## config.mk

```make
export PLATFORM = sky130hd
export DESIGN_NAME = wsg_mixer_dac
export DESIGN_NICKNAME = d
export VERILOG_FILES = /design/src/rtl/wsg_mixer_dac.sv
export SDC_FILE = /design/constraint.sdc
export NUM_CORES = 1
export LEC_CHECK = 0
export ABC_AREA = 1
export CORE_UTILIZATION = 45
export CTS_BUF_LIST = sky130_fd_sc_hd__clkbuf_4 sky130_fd_sc_hd__clkbuf_8
export DETAILED_ROUTE_END_ITERATION = 10
export PLACE_DENSITY = 0.66
export SLEW_MARGIN = 20
export SYNTH_ARGS = -nofsm -noshare
export SYNTH_HDL_FRONTEND = slang
export SYNTH_SLANG_ARGS = --single-unit
```

## constraint.sdc

```tcl
create_clock -name pxclk -period 3.3 [get_ports pxclk]
set_clock_uncertainty 0.15 [all_clocks]
set_input_delay 0.825 -clock pxclk [delete_from_list [all_inputs] [get_ports pxclk]]
set_output_delay 0.825 -clock pxclk [all_outputs]
set_load 0.005 [all_outputs]
```

## src/rtl/wsg_mixer_dac.sv

```systemverilog
// rtl/wsg_mixer_dac.sv - WSG 8-slot channel mixer with 48 kHz PCM frame output and first-order delta-sigma DAC
module wsg_mixer_dac #(
  parameter logic [3:0] SAMPLE_PHASE = 4'hC
) (
  input  logic        pxclk,
  input  logic        RESET,
  input  logic [7:0]  c99_in,
  input  logic [7:0]  ch_mask,
  input  logic        mute,
  output logic [15:0] pcm_out,
  output logic        pcm_valid,
  output logic        dac_out
);

  logic [6:0]         phase;
  logic [2:0]         slot;
  logic               capture;
  logic               frame_end;
  logic signed [4:0]  vol_s;
  logic signed [4:0]  wave_s;
  logic signed [9:0]  prod;
  logic signed [10:0] term;
  logic signed [10:0] acc;
  logic [15:0]        ds_acc;
  logic [15:0]        u;
  logic [16:0]        sum17;

  assign slot      = phase[6:4];
  assign capture   = (phase[3:0] == SAMPLE_PHASE);
  assign frame_end = (phase == 7'h7F);

  // Wave sample is re-centred to -8..+7 before scaling by the unsigned volume
  assign vol_s  = $signed({1'b0, c99_in[7:4]});
  assign wave_s = $signed({1'b0, c99_in[3:0]}) - 5'sd8;
  assign prod   = vol_s * wave_s;
  assign term   = ch_mask[slot] ? $signed({prod[9], prod}) : 11'sd0;

  // Offset-binary view of the PCM word drives the modulator
  assign u     = {~pcm_out[15], pcm_out[14:0]};
  assign sum17 = {1'b0, ds_acc} + {1'b0, u};

  always_ff @(posedge pxclk or posedge RESET) begin
    if (RESET) begin
      phase     <= 7'd0;
      acc       <= 11'sd0;
      pcm_out   <= 16'd0;
      pcm_valid <= 1'b0;
      ds_acc    <= 16'd0;
      dac_out   <= 1'b0;
    end else begin
      phase <= phase + 7'd1;

      // Slot 0 restarts the sum so no previous frame leaks through
      if (capture) begin
        if (slot == 3'd0) acc <= term;
        else              acc <= acc + term;
      end

      pcm_valid <= frame_end;
      if (frame_end) pcm_out <= mute ? 16'd0 : {acc, 5'b00000};

      ds_acc  <= sum17[15:0];
      dac_out <= sum17[16];
    end
  end

endmodule

```

# After elaboration in Yosys (flattened, before gate mapping)
# Cells that the tools add are included.
# op_classes
add_sub_neg,4
n_mul,1
n_lt_le_gt_ge,1
eq_ne,2
muxes,5
bitwise,1
n_reduce_logical,1
# op_table
cell,count
$mux 11,2
$add 16x16->17,1
$mux 16,1
$add 11x11->11,1
$mul 5x5->10,1
$add 7x1->7 const B,1
$eq 7x7->1 const B,1
$sub 4x4->5 const B,1
$eq 4x4->1 const B,1
$lt 3x4->1 const B,1
$bmux 1 s3,1
$logic_not 3->1,1
$mux 1,1
$not 1->1,1
# totals
reg_bits,52
in_bits,19
out_inout_bits,18
elab_cells,21

# Logic depth before layout (Yosys ltp)
# depth
word_depth,5
mapped_depth,29
depth_no_buf,29

# Worst setup path after synthesis
# Ideal clock, no wire load.
# synth_timing
kind,input port to flip-flop
startpoint,input port c99_in[3]
endpoint,register acc[9]
setup_ps,126
t_arrival_ps,4627
t_required_ps,3024
setup_slack_ps,-1603
cell_stages,23
n_path_buf,0
cell_sequence,inv_1 > nand2_1 > fa_1 > fa_1 > fa_1 > inv_1 > ha_1 > a21oi_1 > o21bai_1 > or2_2 > nand3_1 > inv_1 > ha_1 > inv_1 > o21ai_0 > a21oi_1 > nand2_1 > nand2_1 > a21oi_1 > o21ai_0 > nand3_1 > nand2_1 > o21ai_0
# synth_between
elab_chain_len,5
# synth_rtl
item,line,text
from (decl),7,"input logic [7:0] c99_in,"
$sub 4x4->5 *,34,"assign wave_s = $signed({1'b0, c99_in[3:0]}) - 5'sd8;"
$mul 5x5->10 *,35,assign prod = vol_s * wave_s;
$mux 11 *,36,"assign term = ch_mask[slot] ? $signed({prod[9], prod}) : 11'sd0;"
$add 11x11->11,56,else acc <= acc + term;
$mux 11 *,55,if (slot == 3'd0) acc <= term;
to (signal assigned),55,
to (signal assigned),56,
to (decl),23,logic signed [10:0] acc;
# Every way passes the cells marked *; elsewhere a longest branch is shown, timed or not.
# A chain may end at the register's enable or synchronous reset.

# Worst setup path in the final report
# layout_timing
startpoint,input port c99_in[3]
endpoint,register acc[10]
# The elaborated chain is that of the path after synthesis.

==> flow_summary.toml <==
[floorplan]
core_area_um2 = 7370
die_area_um2 = 8110
die_y_um = 90.1
chipWidth_um = 90.1
num_io_pins = 37
num_rows = 31
start_util_pct = 47.4

[worst_hold_path]
hold_path.startpoint = "ds_acc[5]$_DFF_PP0_"
min_path_cells = 1
hold_path_end = "ds_acc[5]$_DFF_PP0_"
hp-class = "reg2reg"

[cells_and_area]
drive_gt1_share_pct = 26.4
fin_nets = 617
antenna_cells = 0
syn_to_final_growth_pct = 33.6

[yosys]
synth_top_area_share_pct = 30.1
yosys_warnings = 0
synth.distinct_cells = 33
avgSynthCellArea_um2 = 7.57
ys_ff_latch = 42
yosysTopAreaCell = "dfrtp_1"
synth_edf_count = 0
async_flop_share_pct = 100
synth_area_um2 = 3490
synth_flop_cell = "dfrtp_1"
seq_area_frac_synth_pct = 30.1
yosysMostFrequentCell = "nand2_1"
synth_area_leaders = "dfrtp_1 30%, ha_1 15%, nand2_1 11%, inv_1 10%, fa_1 5.2%"
synth_commonest_cells = "101 x nand2_1, 94 x inv_1, 43 x ha_1"
synth_cells = 461

[sta]
finalCritPeriodShare_pct = 140
tns_ns = -7.96
fin_crit_ns = 4.62
setup_ws_ns = -1.32
drv_slew = 0
rsz0062_at_grt = "true"
fmax_ghz = 0.216
setup_violations = 8
worst_pin_slew_ns = 0.772
max_slew_margin_pct = 48.3
hold_violations = 0

[setup_path]
rrSetupSlack_ns = 0.03
cp_max_fo = 4
slowest_delay_ns = 0.51
worstReg2RegEnd = "acc[10]$_DFFE_PP0N_"
startpoint_type = "input pin"
timing.rr.start = "phase[4]$_DFF_PP0_"
required_ns = 3.34
critPathKind = "in2reg"
cpMaxStageDelayCell = "fa_1"
worstSetupEndpointType = "register"
worst_path_most_repeated_cell = "nand2_1"
r2r_cells = 25
arrival_ns = 4.66

[run_status]
status = "complete, but fails checks"
violations = "setup timing"

[power]
power_density_nw_per_um2 = 450
peakVddDrop_mv = 0.245
p_leak_nw = 2.39
p_total_mw = 2.10

[cts]
cts_htree_levels = 2
numCtsBuffers = 5
cts_root_buf = "clkbuf_8"
cts_tree = "yes"
clk_pin_slew_ns = 0.08
clk_latency_ns = 0.29
clock_path_buffers = 2
clkSinkCount = 42
hold_buffers = 0

[route]
wl_per_cell_um = 12.0
postRouteAntennaNets = 0
drtIter0Drc = 114
drtPass1Iterations = 6
drc = 0
vias = 3131
avgViaCountPerCell = 4.85
totalWireLength_um = 7720

[placed_design]
dpl_worst_slack_ns = -2.05
portBuffers = 31
post-dp-hpwl_um = 5820
gp_congestion = 0.887

[grt]
overflow = 0
antenna_found_initial = 0
grt_pass1_wl_um = 13400
grt_pass1_vias = 3137
grt_max_degree = 43
grtUsageTotal_pct = 20.2

[run]
maxCapViolations = 0
## critical path, delay by kind of cell
family | cells | cell delay (ns)
adders and majority gates | 5 | 1.80
and+or+nand+nor | 14 | 0.94
buffers and inverters | 7 | 0.71
xor gates and xnor gates | 1 | 0.14
AOI/OAI and AO/OA | 2 | 0.23
## logic make-up after synthesis
family          Yosys count  synth area share [%]
compound gates           69                  10.7
buf+inv                 109                  12.8
other cells               1                 0.107
xor+xnor                 17                  4.27
fa+ha+maj                52                  20.6
flops                    42                  30.1
simple gates            171                  21.4
## how the worst max path moves through the flow
| stage | startpoint | to | slack (ns) |
|---|---|---|---|
| 4_1_cts | c99_in[3] | acc[10]$_DFFE_PP0N_ | -1.42 |
| 6_report | c99_in[3] | acc[10]$_DFFE_PP0N_ | -1.32 |
| 3_5_place_dp | c99_in[4] | acc[9]$_DFFE_PP0N_ | -2.05 |
| 3_3_place_gp | c99_in[4] | acc[9]$_DFFE_PP0N_ | -1.99 |
| 2_1_floorplan | c99_in[3] | acc[10]$_DFFE_PP0N_ | -1.18 |
| 5_1_grt | c99_in[6] | acc[10]$_DFFE_PP0N_ | -1.51 |
## where the power goes
group          switching, mW  internal, mW
Clock                  0.168         0.142
Combinational          0.571         0.583
Sequential            0.0645         0.571
Total                  0.804          1.30
## layer usage
metal	track usage, %	vias up	share of wire, %
met5	0	-	0
met4	8.74	0	3.5
met3	3.13	24	2.9
met2	37.6	64	51
met1	22.7	1433	42
li1	-	1610	-
## cells in the final DEF, fill, tap and decap left out, drive strengths merged, types with 2 or more instances in the layout
master | Yosys | routed
nand2 | 109 | 109
inv | 96 | 96
buf | 9 | 61
ha | 43 | 43
dfrtp | 42 | 42
o21ai | 30 | 30
nand3 | 29 | 29
a21oi | 29 | 29
clkdlybuf4s50 | 0 | 23
nor2 | 19 | 19
xor2 | 14 | 14
fa | 9 | 9
clkbuf | 4 | 7
conb | 1 | 5
nand4 | 4 | 4
nor3 | 4 | 4
o21bai | 3 | 3
xnor2 | 3 | 3
or2 | 3 | 3
nand3b | 2 | 2
a211oi | 2 | 2
clkinv | 0 | 2
o311ai | 2 | 2
## sequential cells by signal, indices dropped and copies added (netlist names)
| signal | flops |
|---|---|
| acc | 11 |
| dac_out | 1 |
| ds_acc | 11 |
| pcm_out | 11 |
| pcm_valid | 1 |
| phase | 7 |
## through the flow
stage                     utilization, %  area [um2]  hold WS [ns]  instances
after floorplan                        -        3630         0.292        465
after global placement              58.4        4300         0.304        625
after detailed placement            58.4        4300         0.310        625
after CTS                           61.2        4510         0.326        642
after global routing                63.3        4660         0.360        645
final                               63.3        4660         0.322        645
## cell type report
type / count / area [um2]
clock buffers: 5 / 68.8
clock inverters: 2 / 10.0
fillers: 649 / 2710
inverters: 96 / 394
multi-input cells: 314 / 2270
flip-flops and latches: 42 / 1050
well taps: 99 / 124
repair buffers: 87 / 741
## repair_timing
action,in CTS,in global routing
gates resized for setup,39,49
setup endpoints to repair,9,9
pin swaps,27,35
buffers inserted,10,4
No activity file was read; power rests on OpenSTA's default activity.
